`src/rtl/uart_rx.sv`:
```
// uart_rx -- 8-bit UART receiver with 16x oversampling.
//
// Frame: start bit (0), 8 data bits LSB first, optional parity bit, one stop
// bit (1). The line is sampled at the middle of each bit. The byte and its
// error flags are committed together at the mid-stop-bit sample point.
//
// Parameters:
//   CLK_DIV0  clock cycles per 16x oversample tick at BaudSel = 0
//
// Ports:
//   Clock      system clock, rising edge
//   Rst        asynchronous active-high reset
//   rx         serial input, idle high, asynchronous to Clock
//   BaudSel    tick period = CLK_DIV0 >> BaudSel (minimum 1 clock)
//   ParEn      1 = parity bit follows the data bits
//   ParOdd     0 = even parity, 1 = odd parity
//   Ack        consumer acknowledge, clears Ready (and Overrun)
//   Dout       last received byte
//   Ready      Dout valid and not yet acknowledged
//   ParErr     parity mismatch on the byte in Dout
//   FrameErr   stop bit sampled low on the byte in Dout
//   Overrun    a frame completed while Ready was still 1 (sticky until Ack)
//   busy       receiver not in IDLE
//   dbg_state  current FSM state (debug visibility)
//
// Handshake: Ready rises on the commit edge and stays high until the edge
// after a cycle with Ack = 1. Ack while Ready = 0 is ignored. If a commit and
// an Ack land on the same cycle, the commit wins: Ready stays 1 with the new
// byte and Overrun is 0.

module uart_rx #(
  parameter int CLK_DIV0 = 326
) (
  input  logic       Clock,
  input  logic       Rst,
  input  logic       rx,
  input  logic [2:0] BaudSel,
  input  logic       ParEn,
  input  logic       ParOdd,
  input  logic       Ack,
  output logic [7:0] Dout,
  output logic       Ready,
  output logic       ParErr,
  output logic       FrameErr,
  output logic       Overrun,
  output logic       busy,
  output logic [2:0] dbg_state
);

  localparam int PW = $clog2(CLK_DIV0 + 1);

  typedef enum logic [2:0] {
    S_IDLE   = 3'd0,
    S_START  = 3'd1,
    S_DATA   = 3'd2,
    S_PARITY = 3'd3,
    S_STOP   = 3'd4
  } state_t;

  state_t        state, state_n;

  logic          rx_meta, rxs;
  logic [PW-1:0] div_cnt;
  logic [PW-1:0] period_raw, period;
  logic          tick;
  logic [3:0]    scnt;
  logic [2:0]    bit_idx;
  logic [7:0]    shreg;
  logic          perr;
  logic          armed;
  logic [2:0]    cfg_baud;
  logic          cfg_par, cfg_odd;

  logic          start_det, mid_start, bit_sample, commit;

  // Two-flop synchronizer; idle level is 1 so reset to 1.
  always_ff @(posedge Clock or posedge Rst) begin
    if (Rst) begin
      rx_meta <= 1'b1;
      rxs     <= 1'b1;
    end else begin
      rx_meta <= rx;
      rxs     <= rx_meta;
    end
  end

  // Tick period from the latched baud select, clamped to at least 1 clock.
  always_comb begin
    period_raw = PW'(CLK_DIV0 >> cfg_baud);
    period     = (period_raw == '0) ? PW'(1) : period_raw;
  end

  assign tick       = (div_cnt >= (period - PW'(1)));
  assign mid_start  = tick && (scnt == 4'd7);
  assign bit_sample = tick && (scnt == 4'd15);

  // Next-state logic.
  always_comb begin
    state_n   = state;
    start_det = 1'b0;
    commit    = 1'b0;
    case (state)
      S_IDLE: begin
        // armed blocks a held-low line (break) from retriggering.
        if (armed && !rxs) begin
          start_det = 1'b1;
          state_n   = S_START;
        end
      end
      S_START: begin
        if (mid_start) begin
          state_n = rxs ? S_IDLE : S_DATA;
        end
      end
      S_DATA: begin
        if (bit_sample && (bit_idx == 3'd7)) begin
          state_n = cfg_par ? S_PARITY : S_STOP;
        end
      end
      S_PARITY: begin
        if (bit_sample) begin
          state_n = S_STOP;
        end
      end
      S_STOP: begin
        if (bit_sample) begin
          commit  = 1'b1;
          state_n = S_IDLE;
        end
      end
      default: begin
        state_n = S_IDLE;
      end
    endcase
  end

  always_ff @(posedge Clock or posedge Rst) begin
    if (Rst) begin
      state <= S_IDLE;
    end else begin
      state <= state_n;
    end
  end

  // Divider restarts on start detection so tick phase follows the start edge.
  always_ff @(posedge Clock or posedge Rst) begin
    if (Rst) begin
      div_cnt <= '0;
    end else if (start_det || tick) begin
      div_cnt <= '0;
    end else begin
      div_cnt <= div_cnt + PW'(1);
    end
  end

  // Bit timing: scnt is re-zeroed at mid-start so every later sample falls
  // at scnt = 15, i.e. 16 ticks after the previous mid-bit point.
  always_ff @(posedge Clock or posedge Rst) begin
    if (Rst) begin
      scnt    <= '0;
      bit_idx <= '0;
    end else if (start_det) begin
      scnt    <= '0;
      bit_idx <= '0;
    end else begin
      if (state == S_START && mid_start) begin
        scnt <= '0;
      end else if (state != S_IDLE && tick) begin
        scnt <= scnt + 4'd1;
      end
      if (state == S_DATA && bit_sample) begin
        bit_idx <= bit_idx + 3'd1;
      end
    end
  end

  // Frame configuration and data/parity capture.
  always_ff @(posedge Clock or posedge Rst) begin
    if (Rst) begin
      cfg_baud <= '0;
      cfg_par  <= 1'b0;
      cfg_odd  <= 1'b0;
      shreg    <= '0;
      perr     <= 1'b0;
    end else if (start_det) begin
      cfg_baud <= BaudSel;
      cfg_par  <= ParEn;
      cfg_odd  <= ParOdd;
      perr     <= 1'b0;
    end else begin
      if (state == S_DATA && bit_sample) begin
        shreg[bit_idx] <= rxs;
      end
      if (state == S_PARITY && bit_sample) begin
        perr <= (rxs != ((^shreg) ^ cfg_odd));
      end
    end
  end

  // Start detection re-arms only once the line has been seen high, so a
  // frame ending with a low stop bit is not followed by spurious frames.
  always_ff @(posedge Clock or posedge Rst) begin
    if (Rst) begin
      armed <= 1'b0;
    end else if (commit && !rxs) begin
      armed <= 1'b0;
    end else if (rxs) begin
      armed <= 1'b1;
    end
  end

  // Output register and handshake. The stop-bit value is used directly as
  // the framing flag on the commit cycle.
  always_ff @(posedge Clock or posedge Rst) begin
    if (Rst) begin
      Dout     <= 8'h00;
      Ready    <= 1'b0;
      ParErr   <= 1'b0;
      FrameErr <= 1'b0;
      Overrun  <= 1'b0;
    end else if (commit) begin
      Dout     <= shreg;
      ParErr   <= perr;
      FrameErr <= !rxs;
      Ready    <= 1'b1;
      Overrun  <= Ready && !Ack;
    end else if (Ack && Ready) begin
      Ready    <= 1'b0;
      Overrun  <= 1'b0;
    end
  end

  assign busy      = (state != S_IDLE);
  assign dbg_state = state;

endmodule

```
`config.mk`:
```
export PLATFORM = sky130hd
export DESIGN_NAME = uart_rx
export DESIGN_NICKNAME = d
export VERILOG_FILES = /design/src/rtl/uart_rx.sv
export SDC_FILE = /design/constraint.sdc
export NUM_CORES = 1
export LEC_CHECK = 0
export CAP_MARGIN = 20
export CORE_MARGIN = 8
export CORE_UTILIZATION = 62
export CTS_CLUSTER_SIZE = 24
export DETAILED_ROUTE_END_ITERATION = 16
export PLACE_DENSITY = 0.92
export SLEW_MARGIN = 20
export SYNTH_ARGS = -nofsm -noshare
export SYNTH_HDL_FRONTEND = slang
export SYNTH_SLANG_ARGS = --single-unit
```
`constraint.sdc`:
```
create_clock -name Clock -period 5.05 [get_ports Clock]
set_input_delay 1.2625 -clock Clock [delete_from_list [all_inputs] [get_ports Clock]]
set_output_delay 1.2625 -clock Clock [all_outputs]
set_load 0.1 [all_outputs]
```
======== Yosys cells after proc, flatten, opt, wreduce, memory -nomap -nowiden ========
Index checks and enable logic that the tools add are counted.
word-level totals
  flip-flop bits (word level) ............. 48
  input bits .............................. 9
  output and inout port bits .............. 16
  logic and storage cells ................. 95
operators by class
  add/sub/neg operators ................... 4
  order comparisons ....................... 3
  eq/ne operators ......................... 13
  shift operators ......................... 1
  multiplexer cells ....................... 29
  bitwise operators ....................... 2
  reduce and logical (&&, ||, !) cells .... 26
operators with widths
  kind                 number
  $mux 3               8
  $mux 9               2
  $pmux 3 s5           1
  $logic_and 1x1->1    12
  $mux 1               12
  $mux 4               3
  $ne 2x2->1 const B   5
  $add 9x1->9 const B  1
  $ge 9x9->1           1
  $logic_not 9->1      1
  $shr 9x3->9 const A  1
  $sub 9x1->9 const B  1
  $bwmux 8             1
  $reduce_bool 2->1    4
  $reduce_xor 8->1     1
  $eq 3x2->1 const B   2
  $eq 3x3->1 const B   2
  $reduce_bool 3->1    2
  $reduce_and 5->1     1
  $add 4x1->4 const B  1
  $eq 4x3->1 const B   1
  $eq 4x4->1 const B   1
  $lt 3x4->1 const B   1
  $add 3x1->3 const B  1
  other kinds (11)     12

======== Logic depth before layout (Yosys ltp) ========
  depth in word-level cells ............... 10
  gate-level depth with buffers ........... 14
  mapped depth without buffers ............ 14

======== Worst setup path before layout ========
No wires, ideal clock.
  path type ............................... reg2out
  start ................................... register state[1], in the netlist dbg_state[1]
  end ..................................... output port busy
  data arrival time ....................... 2,022 ps
  required time ........................... 3,788 ps
  setup slack ............................. 1,766 ps
  stages on the path, launching flop included .. 3
  path buffers ............................ 1
  path through ............................ dfrtp_1 -> clkbuf_1 -> or3_1
between the ends
  longest elaborated chain between the ends .. 1
ends and longest elaborated chain
  element                 line  source
  start, declared         60    state_t state, state_n;
  start signal, assigned  141   state <= state_n;
  $reduce_bool 3->1       233   assign busy = (state != S_IDLE);
  end, declared           46    output logic busy,
No other way between the ends.

======== Worst setup path in the final report ========
  start ................................... register cfg_baud[0]
  end ..................................... register Dout[4]
between the ends
  longest elaborated chain between the ends .. 8
ends and longest elaborated chain
  element                 line  source
  start, declared         71    logic [2:0] cfg_baud;
  start signal, assigned  186   cfg_baud <= BaudSel;
  $shr 9x3->9 *           89    period_raw = PW'(CLK_DIV0 >> cfg_baud);
  $logic_not 9->1         90    period = (period_raw == '0) ? PW'(1) : period_raw;
  $mux 9 *                90
  $sub 9x1->9 *           93    assign tick = (div_cnt >= (period - PW'(1)));
  $ge 9x9->1 *            93
  $logic_and 1x1->1 *     95    assign bit_sample = tick && (scnt == 4'd15);
  $mux 1 *                126   if (bit_sample) begin
  $mux 1 *                102   case (state)
  end signal, assigned    222   Dout <= shreg;
  end, declared           41    output logic [7:0] Dout,
Every way passes the cells marked *; elsewhere a longest branch is shown, timed or not.
A chain may end at the register's enable or synchronous reset.

==> results.yml <==
run_status:
  outcome: "complete, no violations"
setup_path:
  path_delay_family: "compound AO/OA/AOI/OAI gates"
  critPathMaxFanout: 14
  cp.required_ps: 5230
  slowest_stage: "o211ai_2"
  slowest_delay_ps: 600
  crit_top_cell: "ha_1"
  cp_num_buf_inv: 1
  endpoint_kind: "flop"
  critPathKind: "flop to flop"
  r2r_slack_ps: 1490
  critPathLaunch: "cfg_baud[0]"
  worstPathCellList: "inv_1 -> ha_1 -> mux2i_1 -> ha_1 -> nand2_1 -> xnor2_1 -> ha_1 -> nand2_1 -> nor2_1 -> o31a_4 -> o211ai_2 -> mux2_2"
  critPathLaunchType: "flop"
  r2r_start: "cfg_baud[0]"
  crit_arrival_ps: 3740
sta:
  hold_viol: 0
  finalCriticalPeriod_ps: 3560
  slew_headroom_pct: 34.9
  finalSetupTns_ps: 0
  rsz0062_at_grt: "no"
  worst_pin_slew_ps: 973
  max_freq_mhz: 281
  final.setup_skew_ps: 10.2
  maxSlewViolCount: 0
  fin_ws_ps: 1490
  whs_ps: 360
  min_period_over_period_pct: 70.5
  finalSetupViolations: 0
routing:
  top_layer: "met4"
  drtIter0Drc: 163
  drt_pass1_iterations: 4
  vias_per_cell: 5.88
  ant_nets: 0
  wl_um: 5240
  route.detailed.drc: 0
  vias: 1974
  met3_length_um: 225
  wire_per_inst_um: 15.6
  route.met2.wl_um: 2580
  wl_met1_um: 2330
layout:
  final_common_cell: "dfrtp_1"
  antenna_cells: 0
  multi_input_area_um2: 1400
  final_layout_size_suffix_gt1_share_pct: 7.75
  layout_common_cells: "dfrtp_1, nand2_1, clkdlybuf4s50_1"
  fillCellCount: 318
  area_growth_pct: 13.6
  final-seq-area_um2: 1200
  final_util_pct: 72.0
  num-nets-final: 311
  instances_no_fill: 336
place:
  gp_congestion: 0.855
  portBuffers: 24
  placed_cells: 328
  post-place-ws_ps: 1490
  dp_hpwl_um: 3720
clock_network:
  numClockSinks: 48
  cts_tree: "yes"
  post_cts_buffers: 0
  cts_hold_buf: 0
  htree_levels: 2
  clock-root-buffer: "clkbuf_8"
  cts_buffers: 5
  clk_pin_slew_worst_paths_ps: 90
  max-clock-path-buffers: 2
  cts-resized-gates: 0
  clkLatencyLatePin_ps: 300
yosys:
  synth-main-ff-cell: "dfrtp_1"
  syn_area_um2: 2700
  yosys_warnings: 0
  syn-instance-count: 261
  synth-seq-cells: 48
  synth_cell_types: 50
  synth_area_per_cell_um2: 10.4
  synth_edf_count: 0
  async_flop_share_pct: 100
  synth_nets: 289
  ys_seq_area_share_pct: 44.5
hold_path:
  hp-start: "rx_meta"
  hold_class: "flop to flop"
global_route:
  first_global_vias: 2073
  grt_max_degree: 49
  gr-total-overflow: 0
  grt_usage_pct: 17.7
  grt_antenna_before_repair: 0
  grt_pass1_wl_um: 9270
die:
  die_h_um: 82.0
  die_x_um: 82.0
  initial_core_util_pct: 63.4
  core_um2: 4260
  io_pins: 25
  dieArea_um2: 6730
  row_count: 24
pwr:
  peakVddDrop_v: 0.000245
  p_leak_nw: 1.40
  p_per_area_nw_per_um2: 491
job:
  maxCapViolCount: 0
[logic make-up (layout without fill, tap and decap cells)]
group,after synthesis,in the layout,share of synthesized area [%]
flops,48,48,44.5
mux,24,24,9.68
compound gates,38,38,10.8
buf+inv,22,45,3.56
simple gates,89,89,15.8
fa+ha+maj,19,19,8.80
xor+xnor,21,21,6.81
[path summary, 6_finish.rpt]
kind / to / depth (start not counted)
max in group asynchronous: shreg[2] / 2
min: rxs / 0
max reg2reg: Dout[4] / 12
min in group asynchronous: div_cnt[0] / 2
max: Dout[4] / 12
min reg2reg: rxs / 0
[final cells by class]
cell class | count | share of cell area, %
clock buffer | 6 | 2.36
clock inverter | 2 | 1.14
inverter | 13 | 1.63
multi-input combinational | 191 | 45.7
sequential | 48 | 39.2
tap | 52 | 2.12
timing repair buffer | 24 | 7.83
[synth_stat cells (2+ instances only)]
| cell type | n | area, um^2 |
|---|---|---|
| dfrtp_1 | 46 | 1150 |
| nand2_1 | 24 | 90.1 |
| nor2_1 | 21 | 78.8 |
| ha_1 | 19 | 238 |
| mux2_1 | 13 | 146 |
| xnor2_1 | 13 | 114 |
| inv_1 | 12 | 45.0 |
| nand3_1 | 10 | 50.1 |
| nor4_1 | 8 | 50.1 |
| xor2_1 | 8 | 70.1 |
| mux2i_1 | 7 | 70.1 |
| o21ai_0 | 7 | 35.0 |
| nand2b_1 | 6 | 37.5 |
| nor3_1 | 6 | 30.0 |
| a21oi_1 | 5 | 25.0 |
| clkbuf_1 | 4 | 15.0 |
| mux2_2 | 4 | 45.0 |
| o21ai_1 | 4 | 20.0 |
| o211ai_1 | 3 | 22.5 |
| or3_1 | 3 | 18.8 |
| a21o_1 | 2 | 15.0 |
| and2_1 | 2 | 12.5 |
| buf_2 | 2 | 10.0 |
| dfstp_2 | 2 | 52.6 |
| nor2b_1 | 2 | 12.5 |
| o21a_1 | 2 | 15.0 |
| o31ai_1 | 2 | 15.0 |
| or2_2 | 2 | 12.5 |
[sequential cells by signal, indices dropped and copies added, names as in the netlist, 3 cells and up]
signal and cells:
bit_idx 3, Dout 8, div_cnt 9, cfg_baud 3, shreg 8, dbg_state 3, scnt 4
[stage by stage]
stage               area (um^2)  total power, mW
floorplan                  2700             1.08
detailed placement         2960             1.24
finish                     3070             1.51
CTS                        3070             1.52
global route               3070             1.64
global placement           2960             1.19
[metal layers]
| layer | track usage, % | vias up |
|---|---|---|
| met5 | 0 | - |
| met4 | 7.02 | 0 |
| met3 | 4.16 | 8 |
| met2 | 30.2 | 46 |
| met1 | 21.1 | 949 |
| li1 | - | 971 |
[power by group]
part	internal (mW)	switching, mW	total [mW]
registers	0.449	0.0851	0.534
logic	0.297	0.406	0.702
clock network	0.147	0.125	0.272
Power figures use the tool's default switching activity.
